==> config.mk <==
export PLATFORM = sky130hd
export DESIGN_NAME = fifo_rd_stream
export DESIGN_NICKNAME = d
export VERILOG_FILES = /design/src/rtl/fifo_rd_stream_pkg.sv /design/src/rtl/fifo_rd_skid.sv /design/src/rtl/fifo_rd_stream.sv
export SDC_FILE = /design/constraint.sdc
export NUM_CORES = 1
export LEC_CHECK = 0
export BUFFER_PORTS_ARGS = -buffer_cell sky130_fd_sc_hd__buf_4
export CORE_MARGIN = 4
export CORE_UTILIZATION = 52
export CTS_CLUSTER_SIZE = 14
export DETAILED_ROUTE_END_ITERATION = 16
export HOLD_SLACK_MARGIN = 0.1
export PLACE_DENSITY = 0.77
export SYNTH_ARGS = -nofsm -noshare
export SYNTH_HDL_FRONTEND = slang
export SYNTH_SLANG_ARGS = --single-unit
==> constraint.sdc <==
create_clock -name clk -period 2.2 [get_ports clk]
set_clock_uncertainty 0.2 [all_clocks]
set_input_delay 0.44 -clock clk [delete_from_list [all_inputs] [get_ports clk]]
set_output_delay 0.44 -clock clk [all_outputs]
set_load 0.03 [all_outputs]
==> src/rtl/fifo_rd_stream_pkg.sv <==
// -----------------------------------------------------------------------------
// fifo_rd_stream_pkg
// Shared definitions for the FIFO read-side drain stage: skid-buffer occupancy
// encoding, default data/counter widths and a small occupancy helper.
// -----------------------------------------------------------------------------
package fifo_rd_stream_pkg;

  localparam int DW_DEFAULT    = 8;
  localparam int CNT_W_DEFAULT = 16;

  // Skid-buffer occupancy: number of words currently held.
  typedef enum logic [1:0] {
    EMPTY = 2'd0,
    ONE   = 2'd1,
    TWO   = 2'd2
  } occ_e;

  // Occupancy as a plain count, so it can be added to the in-flight bit.
  function automatic logic [1:0] occ_count(input occ_e occ);
    return logic'(occ == TWO) ? 2'd2 : ((occ == ONE) ? 2'd1 : 2'd0);
  endfunction

endpackage

==> src/rtl/fifo_rd_skid.sv <==
// -----------------------------------------------------------------------------
// fifo_rd_skid
// Two-entry skid buffer with push/pop and an occupancy state machine.
// The head entry is always the oldest word and drives the output directly.
//
// Ports:
//   clk        : clock, rising edge
//   rst        : asynchronous active-high reset
//   push       : write push_data to the tail this cycle
//   push_data  : word to write
//   pop        : remove the head word this cycle (ignored when empty)
//   occ        : registered occupancy (EMPTY/ONE/TWO)
//   head_data  : registered head word
// -----------------------------------------------------------------------------
module fifo_rd_skid
  import fifo_rd_stream_pkg::*;
#(
  parameter int DW = DW_DEFAULT
) (
  input  logic          clk,
  input  logic          rst,
  input  logic          push,
  input  logic [DW-1:0] push_data,
  input  logic          pop,
  output occ_e          occ,
  output logic [DW-1:0] head_data
);

  occ_e          state_r;
  occ_e          state_s;
  logic [DW-1:0] head_r;
  logic [DW-1:0] head_s;
  logic [DW-1:0] tail_r;
  logic [DW-1:0] tail_s;

  // Occupancy register.
  always_ff @(posedge clk or posedge rst) begin
    if (rst) begin
      state_r <= EMPTY;
    end else begin
      state_r <= state_s;
    end
  end

  // Next occupancy and next head/tail contents from (push, pop).
  always_comb begin
    state_s = state_r;
    head_s  = head_r;
    tail_s  = tail_r;
    case (state_r)
      EMPTY: begin
        if (push) begin
          state_s = ONE;
          head_s  = push_data;
        end else begin
          state_s = EMPTY;
        end
      end
      ONE: begin
        if (push && pop) begin
          // Old head leaves, the captured word becomes the new head.
          state_s = ONE;
          head_s  = push_data;
        end else if (push) begin
          state_s = TWO;
          tail_s  = push_data;
        end else if (pop) begin
          state_s = EMPTY;
        end else begin
          state_s = ONE;
        end
      end
      TWO: begin
        if (pop) begin
          head_s = tail_r;
          if (push) begin
            state_s = TWO;
            tail_s  = push_data;
          end else begin
            state_s = ONE;
          end
        end else begin
          // Push without pop cannot occur here: the read issue logic never
          // owes a third word.
          state_s = TWO;
        end
      end
      default: begin
        state_s = EMPTY;
      end
    endcase
  end

  // Data storage registers.
  always_ff @(posedge clk or posedge rst) begin
    if (rst) begin
      head_r <= {DW{1'b0}};
      tail_r <= {DW{1'b0}};
    end else begin
      head_r <= head_s;
      tail_r <= tail_s;
    end
  end

  assign occ       = state_r;
  assign head_data = head_r;

endmodule

==> src/rtl/fifo_rd_stream.sv <==
// -----------------------------------------------------------------------------
// fifo_rd_stream
// Read-side drain stage for the 8-bit synchronous FIFO. Issues rd strobes
// against empty, captures data_out one cycle after each accepted read into a
// 2-entry skid buffer and presents the words as a valid/ready stream.
//
// Optional feature macro: FIFO_RD_STREAM_CNT_EN adds the CNT_W parameter and
// the xfer_cnt port (wrapping count of completed output transfers).
//
// Ports:
//   clk        : clock, rising edge
//   rst        : asynchronous active-high reset (shared with the FIFO)
//   en         : allows new reads; in-flight/buffered words drain regardless
//   fifo_empty : FIFO empty flag
//   fifo_data  : FIFO data_out, valid the cycle after an accepted read
//   fifo_rd    : FIFO read strobe
//   m_valid    : output word available
//   m_data     : output word (skid-buffer head)
//   m_ready    : downstream accept
//   xfer_cnt   : completed transfers (only with FIFO_RD_STREAM_CNT_EN)
// -----------------------------------------------------------------------------
module fifo_rd_stream
  import fifo_rd_stream_pkg::*;
#(
  parameter int DW = DW_DEFAULT
`ifdef FIFO_RD_STREAM_CNT_EN
  , parameter int CNT_W = CNT_W_DEFAULT
`endif
) (
  input  logic             clk,
  input  logic             rst,
  input  logic             en,
  input  logic             fifo_empty,
  input  logic [DW-1:0]    fifo_data,
  output logic             fifo_rd,
  output logic             m_valid,
  output logic [DW-1:0]    m_data,
  input  logic             m_ready
`ifdef FIFO_RD_STREAM_CNT_EN
  , output logic [CNT_W-1:0] xfer_cnt
`endif
);

  occ_e          occ_s;
  logic          inflight_r;
  logic          pop_s;
  logic [1:0]    slots_s;
  logic          rd_s;
  logic [DW-1:0] head_s;

  assign m_valid = (occ_s != EMPTY);
  assign m_data  = head_s;
  assign pop_s   = m_valid & m_ready;

  // Words buffered plus the one owed by last cycle's read; never exceeds 2.
  assign slots_s = occ_count(occ_s) + {1'b0, inflight_r};

  // Read issue: only when a slot is free now or is being freed by a pop.
  // Gated by rst so the strobe drops immediately on an asynchronous reset.
  always_comb begin
    rd_s = 1'b0;
    if (rst) begin
      rd_s = 1'b0;
    end else if (en && !fifo_empty) begin
      if (slots_s < 2'd2) begin
        rd_s = 1'b1;
      end else if (slots_s == 2'd2) begin
        rd_s = pop_s;
      end else begin
        rd_s = 1'b0;
      end
    end else begin
      rd_s = 1'b0;
    end
  end

  assign fifo_rd = rd_s;

  // Remember that the FIFO returns a word on the next cycle.
  always_ff @(posedge clk or posedge rst) begin
    if (rst) begin
      inflight_r <= 1'b0;
    end else begin
      inflight_r <= rd_s;
    end
  end

  fifo_rd_skid #(
    .DW (DW)
  ) u_skid (
    .clk       (clk),
    .rst       (rst),
    .push      (inflight_r),
    .push_data (fifo_data),
    .pop       (pop_s),
    .occ       (occ_s),
    .head_data (head_s)
  );

`ifdef FIFO_RD_STREAM_CNT_EN
  logic [CNT_W-1:0] cnt_r;

  // Completed-transfer counter, wraps naturally at 2^CNT_W.
  always_ff @(posedge clk or posedge rst) begin
    if (rst) begin
      cnt_r <= {CNT_W{1'b0}};
    end else if (pop_s) begin
      cnt_r <= cnt_r + {{(CNT_W-1){1'b0}}, 1'b1};
    end else begin
      cnt_r <= cnt_r;
    end
  end

  assign xfer_cnt = cnt_r;
`endif

endmodule
==> results.cfg <==
[placed_design]
dp_slack_ns = 0.0900
dpl_cell_area_sq_um = 1200
hpwl_um = 1350
port_buffers = 22
place_inst = 118
place_congestion = 0.758

[route]
viasPerCell = 5.13
drc = 0
dr.pass1.iters = 1
ant_nets = 0
first_iter_violations = 0
wl_um = 1970
vias = 647
wl_per_cell_um = 15.6

[cts]
worst_skew_pair.late_latency_ns = 0.30
cts.path.max_buffers = 2
clk_pin_slew_ns = 0.11
cts_buffers = 3
tritoncts = done
root_buffer = clkbuf_4
cts.sinks = 19
cts_max_level = 1

[final_layout]
nets = 117
area_delta_synth_final_pct = 29.4
mostFrequentLayoutCells = buf_4 (27), dfrtp_1 (19), mux2_2 (10), mux2_4 (8), mux2_1 (6)
fin_cells = 126
drive_gt1_share_pct = 58.4
mostFrequentLayoutCell = buf_4
fillers = 136
num_antenna_cells = 0
stdcell_area_sq_um = 1300

[grt]
antenna_found_initial = 0
grt_overflow = 0
grt_pass1_wl_um = 3530
grt_util_all_layers_pct = 17.9
grt_pass1_vias = 739
grt_max_degree = 20

[outcome]
violations = negative setup slack
outcome = complete, but fails checks

[worst_setup_path]
critPathBufInv = 1
required_ns = 1.56
cpPeakStageDelay_ns = 0.43
cp_cell_sequence = nor2b_4 -> ha_4 -> nand2b_4 -> a21oi_2 -> o211a_1 -> buf_6
arrival_ns = 1.63
worstPathMaxFanout = 2
critical_path_class = flop to output pin
cp_slowest_cell = dfrtp_1
critPathLaunchType = flop
crit_family = flip-flops
critPathCaptureType = output pin

[floorplanning]
die_area_sq_um = 2700
ioPinCount = 23
initial_core_util_pct = 56.4
die_y_um = 52.0
core_sq_um = 1780
die_w_um = 52.0
placementRows = 15

[power_and_ir_drop]
sw_frac_of_total_pct = 37.0
p_leak_uw = 0.000620
p_sw_uw = 566
power_frac_seq_pct = 38.1
vdd_drop_max_mv = 0.833
pwr-share-comb_pct = 50.4
p_total_uw = 1530
clockPowerShare_pct = 11.5
p_per_area_nw_per_um2 = 1180
p_int_uw = 963

[logic_synthesis]
synthTopCellsByArea = dfrtp_1 (47%), mux2_4 (12%), mux2_2 (11%), mux2_1 (6.7%), ha_1 (2.5%)
synth_ff_type = dfrtp_1
syn_area_sq_um = 1000
yosys.area.top_type_share_pct = 47.3
synthArstFlopShare_pct = 100
synth_seq_cells = 19
syn_nets = 85
ys_seq_area_share_pct = 47.3
synth_top_cell_by_area = dfrtp_1
synthDistinctLibCells = 23
ys.warnings.count = 0
synth_edf_count = 0
synth.avg_cell_area_sq_um = 14.4
postSynthCellCount = 70

[timing]
rsz0062_at_grt = yes
setup_viol = 1
fin_ws_ns = -0.0698
period_share_pct = 103
max_freq_mhz = 441
fin_setup_tns_ns = -0.0698
post-route-min-period_ns = 2.27
slew_violations = 0
hold_violations = 0
slew-limit-headroom_pct = 52.3
tightestPinTransition_ns = 0.715

[min_path]
min-delay-path-class = input port to flop

[flow_run]
cap_viol_max_count = 0
repair_timing:
item                                    in CTS  in global routing
buffers inserted                             2                  1
hold endpoints to repair                    19                  0
gates resized for setup                      6                  0
pin swaps                                    2                  2
endpoints found under the setup margin       1                  1
hold buffers                                 1                  0
layer usage:
metal | vias to the layer above | part of all wire, % | track usage [%]
met4 | 0 | 0.61 | 5.24
li1 | 313 | - | -
met1 | 320 | 43 | 22.8
met5 | - | 0 | 0
met3 | 2 | 3.5 | 3.44
met2 | 12 | 53 | 30.5
registers in the layout (all words and copies together) (netlist names):
register and count:
inflight_r 1, u_skid.tail_r 8, u_skid.occ 2, u_skid.head_data 8
synthesized netlist by cell type (2+ instances only):
master    number
ha_1           2
nand2_1        3
mux2_1         6
dfrtp_1       19
nor2b_1        4
mux2_2        10
nand2b_1       3
mux2_4         8
kinds of logic after synthesis:
family | count (synthesis) | share of synthesized area (%)
multiplexers | 24 | 29.9
flip-flops | 19 | 47.3
AND/OR/NAND/NOR | 15 | 10.3
AO/OA/AOI/OAI | 7 | 7.72
buffers and inverters | 3 | 2.24
adder cells (fa/ha/maj) | 2 | 2.49
path summary, 6_finish.rpt:
path	start	end	slack [ns]	cells past startpoint
worst max-delay path	u_skid.occ[1]	fifo_rd	-0.07	6
worst min-delay path	fifo_data[4]	u_skid.tail_r[4]	0.17	2
worst max register to register	u_skid.occ[1]	u_skid.tail_r[2]	0.22	5
worst min register to register	u_skid.head_data[0]	u_skid.head_data[0]	0.31	1
max in group asynchronous	rst	u_skid.occ[1]	0.74	3
min in group asynchronous	rst	u_skid.head_data[4]	0.61	3
stage by stage:
stage / utilization, % / hold WS (ns)
CTS: 72.5 / 0.163
global route: 72.9 / 0.164
detailed placement: 67.6 / 0.286
global placement: 67.6 / 0.273
floorplan: - / 0.191
finish: 72.9 / 0.172
power by group through the flow:
stage / Combinational (uW) / Clock, uW / Sequential (uW)
after global routing: 823 / 195 / 606
final: 771 / 176 / 582
after floorplan: 350 / 0 / 726
after detailed placement: 721 / 0 / 585
after global placement: 703 / 0 / 575
after CTS: 771 / 182 / 583
final cells by class:
cell class	count	area (sq um)	area share, %
clock buffer	3	22.5	1.73
inverter	1	3.75	0.289
clock inverter	1	5.00	0.385
tap	25	31.3	2.41
sequential	19	475	36.6
timing repair buffer	29	224	17.2
multi-input combinational	48	538	41.4
Note: power is estimated with default switching activity, not from simulation.
